==> src/rtl/vga_pkg.sv <==
// Shared definitions for the pixel-write path into the VGA frame buffer.
//   SCREEN_W / SCREEN_H : default frame dimensions in pixels
//   ADDR_W / COLOUR_W   : frame-buffer address and colour widths
//   rx_state_t          : plot_receiver FSM encoding
//   pixel_t             : one buffered pixel write {addr, colour}
//   pixel_addr()        : linear frame-buffer address of (x, y)
package vga_pkg;

  localparam int SCREEN_W = 160;
  localparam int SCREEN_H = 120;
  localparam int ADDR_W   = 15;
  localparam int COLOUR_W = 3;

  // IDLE covers both "nothing to do" and "draining the FIFO": the drain
  // decision uses the live FIFO empty flag, so no separate state is needed.
  typedef enum logic [0:0] {
    ST_IDLE  = 1'b0,
    ST_CLEAR = 1'b1
  } rx_state_t;

  typedef struct packed {
    logic [ADDR_W-1:0]   addr;
    logic [COLOUR_W-1:0] colour;
  } pixel_t;

  // Row-major address; the row width is passed in so a top level built
  // for a different screen size still computes the right address.
  function automatic logic [ADDR_W-1:0] pixel_addr(input logic [7:0] x,
                                                   input logic [6:0] y,
                                                   input int         row_w);
    return ADDR_W'(y) * ADDR_W'(row_w) + ADDR_W'(x);
  endfunction

endpackage

==> src/rtl/pixel_fifo.sv <==
// Small synchronous first-in first-out buffer.
//   clk, resetn : clock, synchronous active-low reset (empties the FIFO)
//   push        : write push_data (ignored when full)
//   pop         : discard the head entry (ignored when empty)
//   head        : oldest entry, valid whenever empty is low
//   full, empty : occupancy flags
//   count       : number of stored entries, 0..DEPTH
module pixel_fifo #(
  parameter int DEPTH = 4,
  parameter int WIDTH = 18,
  localparam int PTR_W = $clog2(DEPTH),
  localparam int CNT_W = PTR_W + 1
) (
  input  logic             clk,
  input  logic             resetn,
  input  logic             push,
  input  logic [WIDTH-1:0] push_data,
  input  logic             pop,
  output logic [WIDTH-1:0] head,
  output logic             full,
  output logic             empty,
  output logic [CNT_W-1:0] count
);

  logic [WIDTH-1:0] mem [DEPTH];
  logic [PTR_W-1:0] wr_ptr;
  logic [PTR_W-1:0] rd_ptr;
  logic             do_push;
  logic             do_pop;

  assign do_push = push && !full;
  assign do_pop  = pop && !empty;

  // DEPTH is a power of two, so the pointers wrap on their own.
  // NOTE: state registers use <= so every flop samples pre-edge values.
  always_ff @(posedge clk) begin
    if (!resetn) begin
      wr_ptr <= '0;
      rd_ptr <= '0;
      count  <= '0;
    end else begin
      if (do_push) wr_ptr <= wr_ptr + PTR_W'(1);
      if (do_pop)  rd_ptr <= rd_ptr + PTR_W'(1);
      case ({do_push, do_pop})
        2'b10:   count <= count + CNT_W'(1);
        2'b01:   count <= count - CNT_W'(1);
        default: ;
      endcase
    end
  end

  // NOTE: storage is deliberately not reset; an entry is only read after
  // it has been written, so a reset here would just cost flops and routing.
  always_ff @(posedge clk) begin
    if (do_push) mem[wr_ptr] <= push_data;
  end

  assign head  = mem[rd_ptr];
  assign full  = (count == CNT_W'(DEPTH));
  assign empty = (count == '0);

endmodule

==> src/rtl/plot_receiver.sv <==
// Receiving end of the plot/x/y/colour pixel-write interface. Pixels are
// range-checked, buffered in a FIFO and drained into a single-port frame
// buffer RAM; a clear pulse fills the whole screen with CLEAR_COLOUR.
// The VGA scanout reader always wins the RAM port.
//   plot, x, y, colour : pixel write strobe and data
//   clear              : one-cycle pulse starting (or restarting) a clear
//   ready              : FIFO not full
//   busy               : FIFO non-empty or clear in progress
//   overflow           : sticky, an in-range pixel was lost to a full FIFO
//   oob_count          : saturating count of out-of-range pixels dropped
//   scan_req/scan_addr : scanout read request; scan_valid/scan_data one
//                        cycle later
//   mem_*              : frame-buffer RAM port (1-cycle synchronous read)
module plot_receiver #(
  parameter int         FIFO_DEPTH   = 4,
  parameter int         SCREEN_W     = vga_pkg::SCREEN_W,
  parameter int         SCREEN_H     = vga_pkg::SCREEN_H,
  parameter logic [2:0] CLEAR_COLOUR = 3'b000
) (
  input  logic        clk,
  input  logic        resetn,
  input  logic        plot,
  input  logic [7:0]  x,
  input  logic [6:0]  y,
  input  logic [2:0]  colour,
  input  logic        clear,
  output logic        ready,
  output logic        busy,
  output logic        overflow,
  output logic [7:0]  oob_count,
  input  logic        scan_req,
  input  logic [14:0] scan_addr,
  output logic        scan_valid,
  output logic [2:0]  scan_data,
  output logic [14:0] mem_addr,
  output logic        mem_we,
  output logic [2:0]  mem_wdata,
  input  logic [2:0]  mem_rdata
);

  import vga_pkg::*;

  localparam int                PIXELS    = SCREEN_W * SCREEN_H;
  localparam logic [ADDR_W-1:0] LAST_ADDR = ADDR_W'(PIXELS - 1);
  localparam int                ENTRY_W   = $bits(pixel_t);
  localparam int                CNT_W     = $clog2(FIFO_DEPTH) + 1;

  rx_state_t         state;
  rx_state_t         state_next;
  logic [ADDR_W-1:0] clr_addr;
  logic              clr_grant;
  logic              in_range;
  logic              push;
  logic              pop;
  logic              fifo_full;
  logic              fifo_empty;
  logic [CNT_W-1:0]  fifo_count;
  pixel_t            push_entry;
  pixel_t            head_entry;

  // ---------------------------------------------------------------- enqueue
  assign in_range          = (int'(x) < SCREEN_W) && (int'(y) < SCREEN_H);
  assign push_entry.addr   = pixel_addr(x, y, SCREEN_W);
  assign push_entry.colour = colour;
  // Push is decided on the pre-pop count: a pop in the same cycle does
  // not make room for a pixel that arrives while the FIFO is full.
  assign push              = plot && in_range && !fifo_full;
  assign ready             = (fifo_count < CNT_W'(FIFO_DEPTH));

  pixel_fifo #(
    .DEPTH (FIFO_DEPTH),
    .WIDTH (ENTRY_W)
  ) u_fifo (
    .clk       (clk),
    .resetn    (resetn),
    .push      (push),
    .push_data (push_entry),
    .pop       (pop),
    .head      (head_entry),
    .full      (fifo_full),
    .empty     (fifo_empty),
    .count     (fifo_count)
  );

  always_ff @(posedge clk) begin
    if (!resetn) begin
      overflow   <= 1'b0;
      oob_count  <= '0;
      scan_valid <= 1'b0;
    end else begin
      if (plot && in_range && fifo_full) overflow <= 1'b1;
      if (plot && !in_range && oob_count != 8'hFF) oob_count <= oob_count + 8'd1;
      scan_valid <= scan_req;
    end
  end

  // The RAM output register already holds the word addressed last cycle.
  assign scan_data = mem_rdata;

  // ---------------------------------------------------------- clear FSM
  always_ff @(posedge clk) begin
    if (!resetn) begin
      state    <= ST_IDLE;
      clr_addr <= '0;
    end else begin
      state <= state_next;
      if (clear)          clr_addr <= '0;
      else if (clr_grant) clr_addr <= clr_addr + ADDR_W'(1);
    end
  end

  always_comb begin
    state_next = state;
    case (state)
      ST_IDLE: begin
        if (clear) state_next = ST_CLEAR;
      end
      ST_CLEAR: begin
        // A restarting clear outranks completion of the current one.
        if (!clear && clr_grant && clr_addr == LAST_ADDR) state_next = ST_IDLE;
      end
      default: state_next = ST_IDLE;
    endcase
  end

  // ---------------------------------------------------- RAM port arbiter
  // NOTE: every output of this block gets a default first, so no path
  // through the if-chain can leave one unassigned and infer a latch.
  always_comb begin
    mem_addr  = scan_addr;
    mem_we    = 1'b0;
    mem_wdata = CLEAR_COLOUR;
    pop       = 1'b0;
    clr_grant = 1'b0;
    if (!scan_req) begin
      if (state == ST_CLEAR) begin
        mem_addr  = clr_addr;
        mem_we    = 1'b1;
        clr_grant = 1'b1;
      end else if (!fifo_empty) begin
        mem_addr  = head_entry.addr;
        mem_we    = 1'b1;
        mem_wdata = head_entry.colour;
        pop       = 1'b1;
      end
    end
  end

  assign busy = !fifo_empty || (state == ST_CLEAR);

endmodule

==> config.mk <==
export PLATFORM = sky130hd
export DESIGN_NAME = plot_receiver
export DESIGN_NICKNAME = d
export VERILOG_FILES = /design/src/rtl/vga_pkg.sv /design/src/rtl/pixel_fifo.sv /design/src/rtl/plot_receiver.sv
export SDC_FILE = /design/constraint.sdc
export NUM_CORES = 1
export LEC_CHECK = 0
export BUFFER_PORTS_ARGS = -buffer_cell sky130_fd_sc_hd__buf_2
export CAP_MARGIN = 20
export CORE_UTILIZATION = 35
export CTS_CLUSTER_SIZE = 24
export DETAILED_ROUTE_END_ITERATION = 8
export GPL_ROUTABILITY_DRIVEN = 0
export MAX_ROUTING_LAYER = met4
export PLACE_DENSITY = 0.56
export SLEW_MARGIN = 40
export SYNTH_ARGS = -nofsm -noshare
export SYNTH_HDL_FRONTEND = slang
export SYNTH_HIERARCHICAL = 1
export SYNTH_SLANG_ARGS = --single-unit
==> constraint.sdc <==
create_clock -name clk -period 7.9 [get_ports clk]
set_input_delay 1.58 -clock clk [delete_from_list [all_inputs] [get_ports clk]]
set_output_delay 1.58 -clock clk [all_outputs]
set_load 0.05 [all_outputs]
# Yosys cells after proc, flatten, opt, wreduce, memory -nomap -nowiden
# Memories as Yosys holds them, arrays and structs flattened. A register that Yosys moved wholly into a read port is not among the register bits.
# Cells that the tools add are included.
[totals]
rom_bits = 0
ff_bits = 33
inputBits = 41
out_inout_bits = 34
latchBits = 0
memories = 1
mem_bits_rw = 72
[memory_table]
columns = ["name", "words", "width", "read_ports", "rd_clocked_by_memory_dff", "wr", "line_no", "rtl"]
rows = [
  ["u_fifo.mem", 4, 18, 1, 1, 1, "pixel_fifo.sv:25", "logic [WIDTH-1:0] mem [DEPTH];"],
]
[op_classes]
n_lt_le_gt_ge = 3
muxes = 21
reduce_logical = 18
n_addsub = 7
n_div = 0
multipliers = 1
shift = 0
bitwise = 2
n_eq_ne = 5
[ops]
columns = ["op", "count"]
rows = [
  ["two-way mux 15 bit", 3],
  ["adder 15 x 1 -> 15 bit, second input constant", 1],
  ["adder 15 x 8 -> 15 bit", 1],
  ["equality test 15 bit, second input constant", 1],
  ["two-way mux 1 bit", 11],
  ["logical AND 1 bit", 10],
  ["multiplier 7 x 3 -> 10 bit, second input constant", 1],
  ["two-way mux 3 bit", 3],
  ["adder 8 x 1 -> 8 bit, second input constant", 1],
  ["less-than comparator 8 bit, second input constant", 1],
  ["!= test 8 bit, second input constant", 1],
  ["less-than comparator 7 bit, second input constant", 1],
  ["one-hot mux 3 bit (2 select lines)", 1],
  ["adder 2 x 1 -> 2 bit, second input constant", 2],
  ["zero test 1 bit", 4],
  ["two-way mux 2 bit", 2],
  ["adder 3 x 1 -> 3 bit, second input constant", 1],
  ["equality test 3 bit, second input constant", 1],
  ["zero test 3 bit", 1],
  ["less-than comparator 3 bit, second input constant", 1],
  ["subtractor 3 x 1 -> 3 bit, second input constant", 1],
  ["equality test 2 x 1 -> 1 bit, second input constant", 1],
  ["equality test 2 bit, second input constant", 1],
  ["NOT 1 bit", 2],
  ["4 further kinds", 4],
]

# Depth between registers and ports, before layout
[logic_depth]
depth_word = 7
ltp_mapped = 13
ltp_nobuf = 12

# Hierarchy
# Netlist, hierarchy kept.
[by_module_without_submodules]
columns = ["module", "cells_each", "n_inst", "area_each_um2", "seq_area_each_um2"]
rows = [
  ["pixel_fifo", 148, 1, 3103.0, 2342.2],
  ["plot_receiver", 260, 1, 2099.5, 520.5],
]

# Least setup slack after synthesis
# OpenSTA, ideal clock, no wires.
[synth_timing]
path_kind = "input to output"
start = "input port scan_req"
end = "output port mem_addr[10]"
required_time_ns = 6.320
path_stages = 5
path_buffers = 2
slack_ns = 2.850
t_arrival_ns = 3.470
cell_sequence = "clkbuf_1 > nor2_1 > clkbuf_1 > a22oi_1 > o21ai_0"
[synth_via]
elab_chain_cells = 1
[synth_lines]
columns = ["item", "line_no", "rtl"]
rows = [
  ["from (decl)", "plot_receiver.sv:31", "input logic scan_req,"],
  ["two-way mux 15 bit", "plot_receiver.sv:135", "if (!scan_req) begin"],
  ["to (decl)", "plot_receiver.sv:35", "output logic [14:0] mem_addr,"],
]
# No other way between the ends.

# Final worst setup path
[layout_timing]
start = "input port scan_req"
end = "output port mem_addr[9]"
# Same word-level chain as after synthesis.

==> results.txt <==
Most frequent cells in the layout = edfxtp_1 (72), buf_2 (68), dfxtp_1 (34), a22oi_1 (29), o21ai_0 (27)
Max-cap violations = 0
Adder-cell share of the synthesized area = 0.0596
Initial core utilization = 0.358
Worst Setup EP = mem_addr[9]
Crit path time final = 4.74 ns
Post-CTS Setup Bufs = 0
RSZ-0062 raised after global routing = false
Largest net degree at the start of global routing = 26
Register-to-Register Setup Slack = 5.01 ns
Number of flops mapped to enable cells by yosys = 72
HP Class = register to register
Final period util = 0.600
Worst slew pin tran = 0.832 ns
Mux contribution to synthesized area = 0.0856
Drt total wl = 10,700 um
Placeable Area = 14,500 um^2
Place WS = 3.20 ns
DR DRC count = 0
GRT Total Usage = 0.149
H-tree levels = 3
Drt wl/cell = 16.2 um
Initial drt markers = 230
I/O Buffers = 68
Num rows = 44
Status = finished, final reports clean
TNS Setup = 0 ns
ANT cells = 0
Xor and xnor area share after synthesis = 0.0346
Crit path DAT = 3.16 ns
Seq/Total Area, Yosys = 0.550
Final Core Density = 0.414
Clock Root Buffer = clkbuf_16
Kind of critical path = input pin to output pin
First-pass GRT wire length = 16,600 um
Routed Antenna Nets = 0
# clock sinks = 107
Drt first pass iters = 4
Clock Path Buffers = 2
Number of cells on the critical path = 5
Slew margin rel. = 0.443
R2R Path End = u_fifo/count[2]$_SDFFE_PN0P_
Critical Path Most Common Cell = buf_2
Initial antenna violation count = 0
Largest stage delay on the critical path = 0.68 ns
RR Startpoint = u_fifo/count[0]$_SDFFE_PN0P_
Static leakage = 2.13 nW
Chip Height = 124 um
CP delay by family, top = simple AND/OR/NAND/NOR gates
Cell area power density = 224 nW/um^2
Hold buffers post-CTS = 0
Peak supply drop = 0.0000994 V
Most common cell after layout, fill and taps aside = edfxtp_1
Synth area leaders = edfxtp_1 (42%), dfxtp_1 (13%), mux4_2 (7.8%)
Simple-Gate Fraction of Synth Area = 0.110
Crit-path slowest cell = nor2_1
Worst setup margin = 3.16 ns
Post-cts gate resize count = 0
Fillers = 1,382
# IOs = 75
CP max FO = 22
CTS tree = built
Fmax achieved = 211 MHz
Synth Area in Compound Gates = 0.125
Flops & latches, synth = 107
Clock latency on the worst-skew pair = 0.34 ns
TritonCTS buffer count = 9
Final setup violation count = 0
Vias in the first global route = 3,251
Crit. Startpoint = scan_req
Die ar. = 15,400 um^2
Die X = 124 um
Max Slew Vio Count = 0
Detailed Place HPWL = 7640 um
Crit-path cells = buf_2 > nor2_1 > a22oi_1 > o21ai_0 > buf_2
Layout area overhead = 15.6%
Final hold violation count = 0
Clk slew on worst S/H paths = 0.07 ns
Gr ovfl total = 0
Cell count after synthesis = 408
Final Skew = 0.0105 ns
Synth Cell Area = 5200 um^2
Post-DR vias/cell = 5.22
R2R cell count = 10
Ys flop type = edfxtp_1
Yosys top cell by area = edfxtp_1
Multi-input logic area = 2170 um^2
Share of the synthesized area in the top cell type = 0.416
Area of all sequential standard cells = 2860 um^2
Nets@finish = 533
Yosys warns = 6
Tightest hold margin = 0.484 ns
Share of layout cells above drive strength 1 = 0.255
Via count of the routed design = 3,437
Largest family of logic cells by synthesized area = compound AO/OA/AOI/OAI gates
Distinct cells, synth = 59
Startpoint types = input pin
CP Data Required Time = 6.32 ns
Synth Net Count = 472
Syn Area/Cell = 12.8 um^2
Worst Setup End Kind = output pin
Buf+Inv Stages, Crit Path = 2
Async set-reset flop share out of synthesis = 0
## logic make-up (layout without fill, tap and decap cells)
logic type | count (synthesis) | after routing
AO/OA/AOI/OAI | 97 | 97
XOR/XNOR | 19 | 19
adder cells (fa/ha/maj) | 23 | 23
buffers and inverters | 38 | 104
flip-flops | 107 | 107
multiplexers | 22 | 22
AND/OR/NAND/NOR | 102 | 102
## worst min-delay path by stage
stage	start	to	slack, ns	depth (start not counted)
after global placement	u_fifo/rd_ptr[1]$_SDFFE_PN0P_	u_fifo/rd_ptr[1]$_SDFFE_PN0P_	0.47	2
after detailed placement	u_fifo/rd_ptr[1]$_SDFFE_PN0P_	register	0.47	2
after floorplan	u_fifo/rd_ptr[1]$_SDFFE_PN0P_	register	0.46	2
final	u_fifo/rd_ptr[1]$_SDFFE_PN0P_	register	0.48	2
after CTS	u_fifo/rd_ptr[1]$_SDFFE_PN0P_	register	0.48	2
after global routing	overflow$_SDFFE_PN0P_	overflow$_SDFFE_PN0P_	0.52	2
## layout make-up
type                    count  share of cell area
well taps                 184              0.0383
clock buffers              12              0.0410
clock inverters             4              0.0123
repair buffers             72              0.0616
multi-input cells         263               0.361
flip-flops and latches    107               0.476
inverters                  16             0.00999
## synth_stat cells, types with 2 or more instances
library cell and instances:
edfxtp_1 72, dfxtp_1 35, a22oi_1 29, o21ai_0 27, nor2_1 24, ha_1 20, mux4_2 18, nand2_1 18
inv_1 14, a21oi_1 13, and2_1 12, clkbuf_1 12, xor2_1 11, nand3_1 8, or4_1 7, xnor2_1 7
o31ai_1 6, nand4_1 5, nor2b_1 5, buf_2 4, mux2i_1 4, and4b_1 3, buf_4 3, fa_1 3
o21a_1 3, o41ai_1 3, or3_1 3, a21boi_1 2, and4_1 2, nand2b_1 2, nor3_1 2, nor4_1 2
o22ai_1 2, o311ai_0 2
## worst register-to-register path, stage by stage, from the launching register on
cell,delay (ns)
dfxtp_1,0.43
nor3_2,0.08
buf_4,0.21
nor3_2,0.52
nor2b_1,0.31
ha_1,0.23
inv_1,0.07
fa_1,0.38
xor2_1,0.16
or3_1,0.30
a21boi_1,0.14
## per-layer routing
layer,global-route usage,part of all wire,vias to the layer above
li1,-,-,1696
met1,0.197,0.47,1640
met2,0.228,0.46,91
met3,0.0288,0.054,10
met4,0.0521,0.014,0
met5,-,0,-
## flip-flops by register name (all words and copies together), names as in the netlist, named ones only
name and flops:
state 1, u_fifo/count 3, clr_addr 15, scan_valid 1, u_fifo/rd_ptr 2, overflow 1, u_fifo/wr_ptr 2, oob_count 8
u_fifo/mem 72
## where the power goes
group | switching, mW | internal, mW
Combinational | 0.161 | 0.0795
Sequential | 0.00734 | 0.629
Clock | 0.187 | 0.287
Total | 0.355 | 0.995
## through the flow
step	total power, mW	cells	instance area, um^2
after floorplan	0.829	408	5200
after global placement	0.885	642	5680
after detailed placement	0.891	642	5690
after CTS	1.36	658	6010
after global routing	1.40	658	6010
final	1.35	658	6010
(Power assumes the default switching activity.)
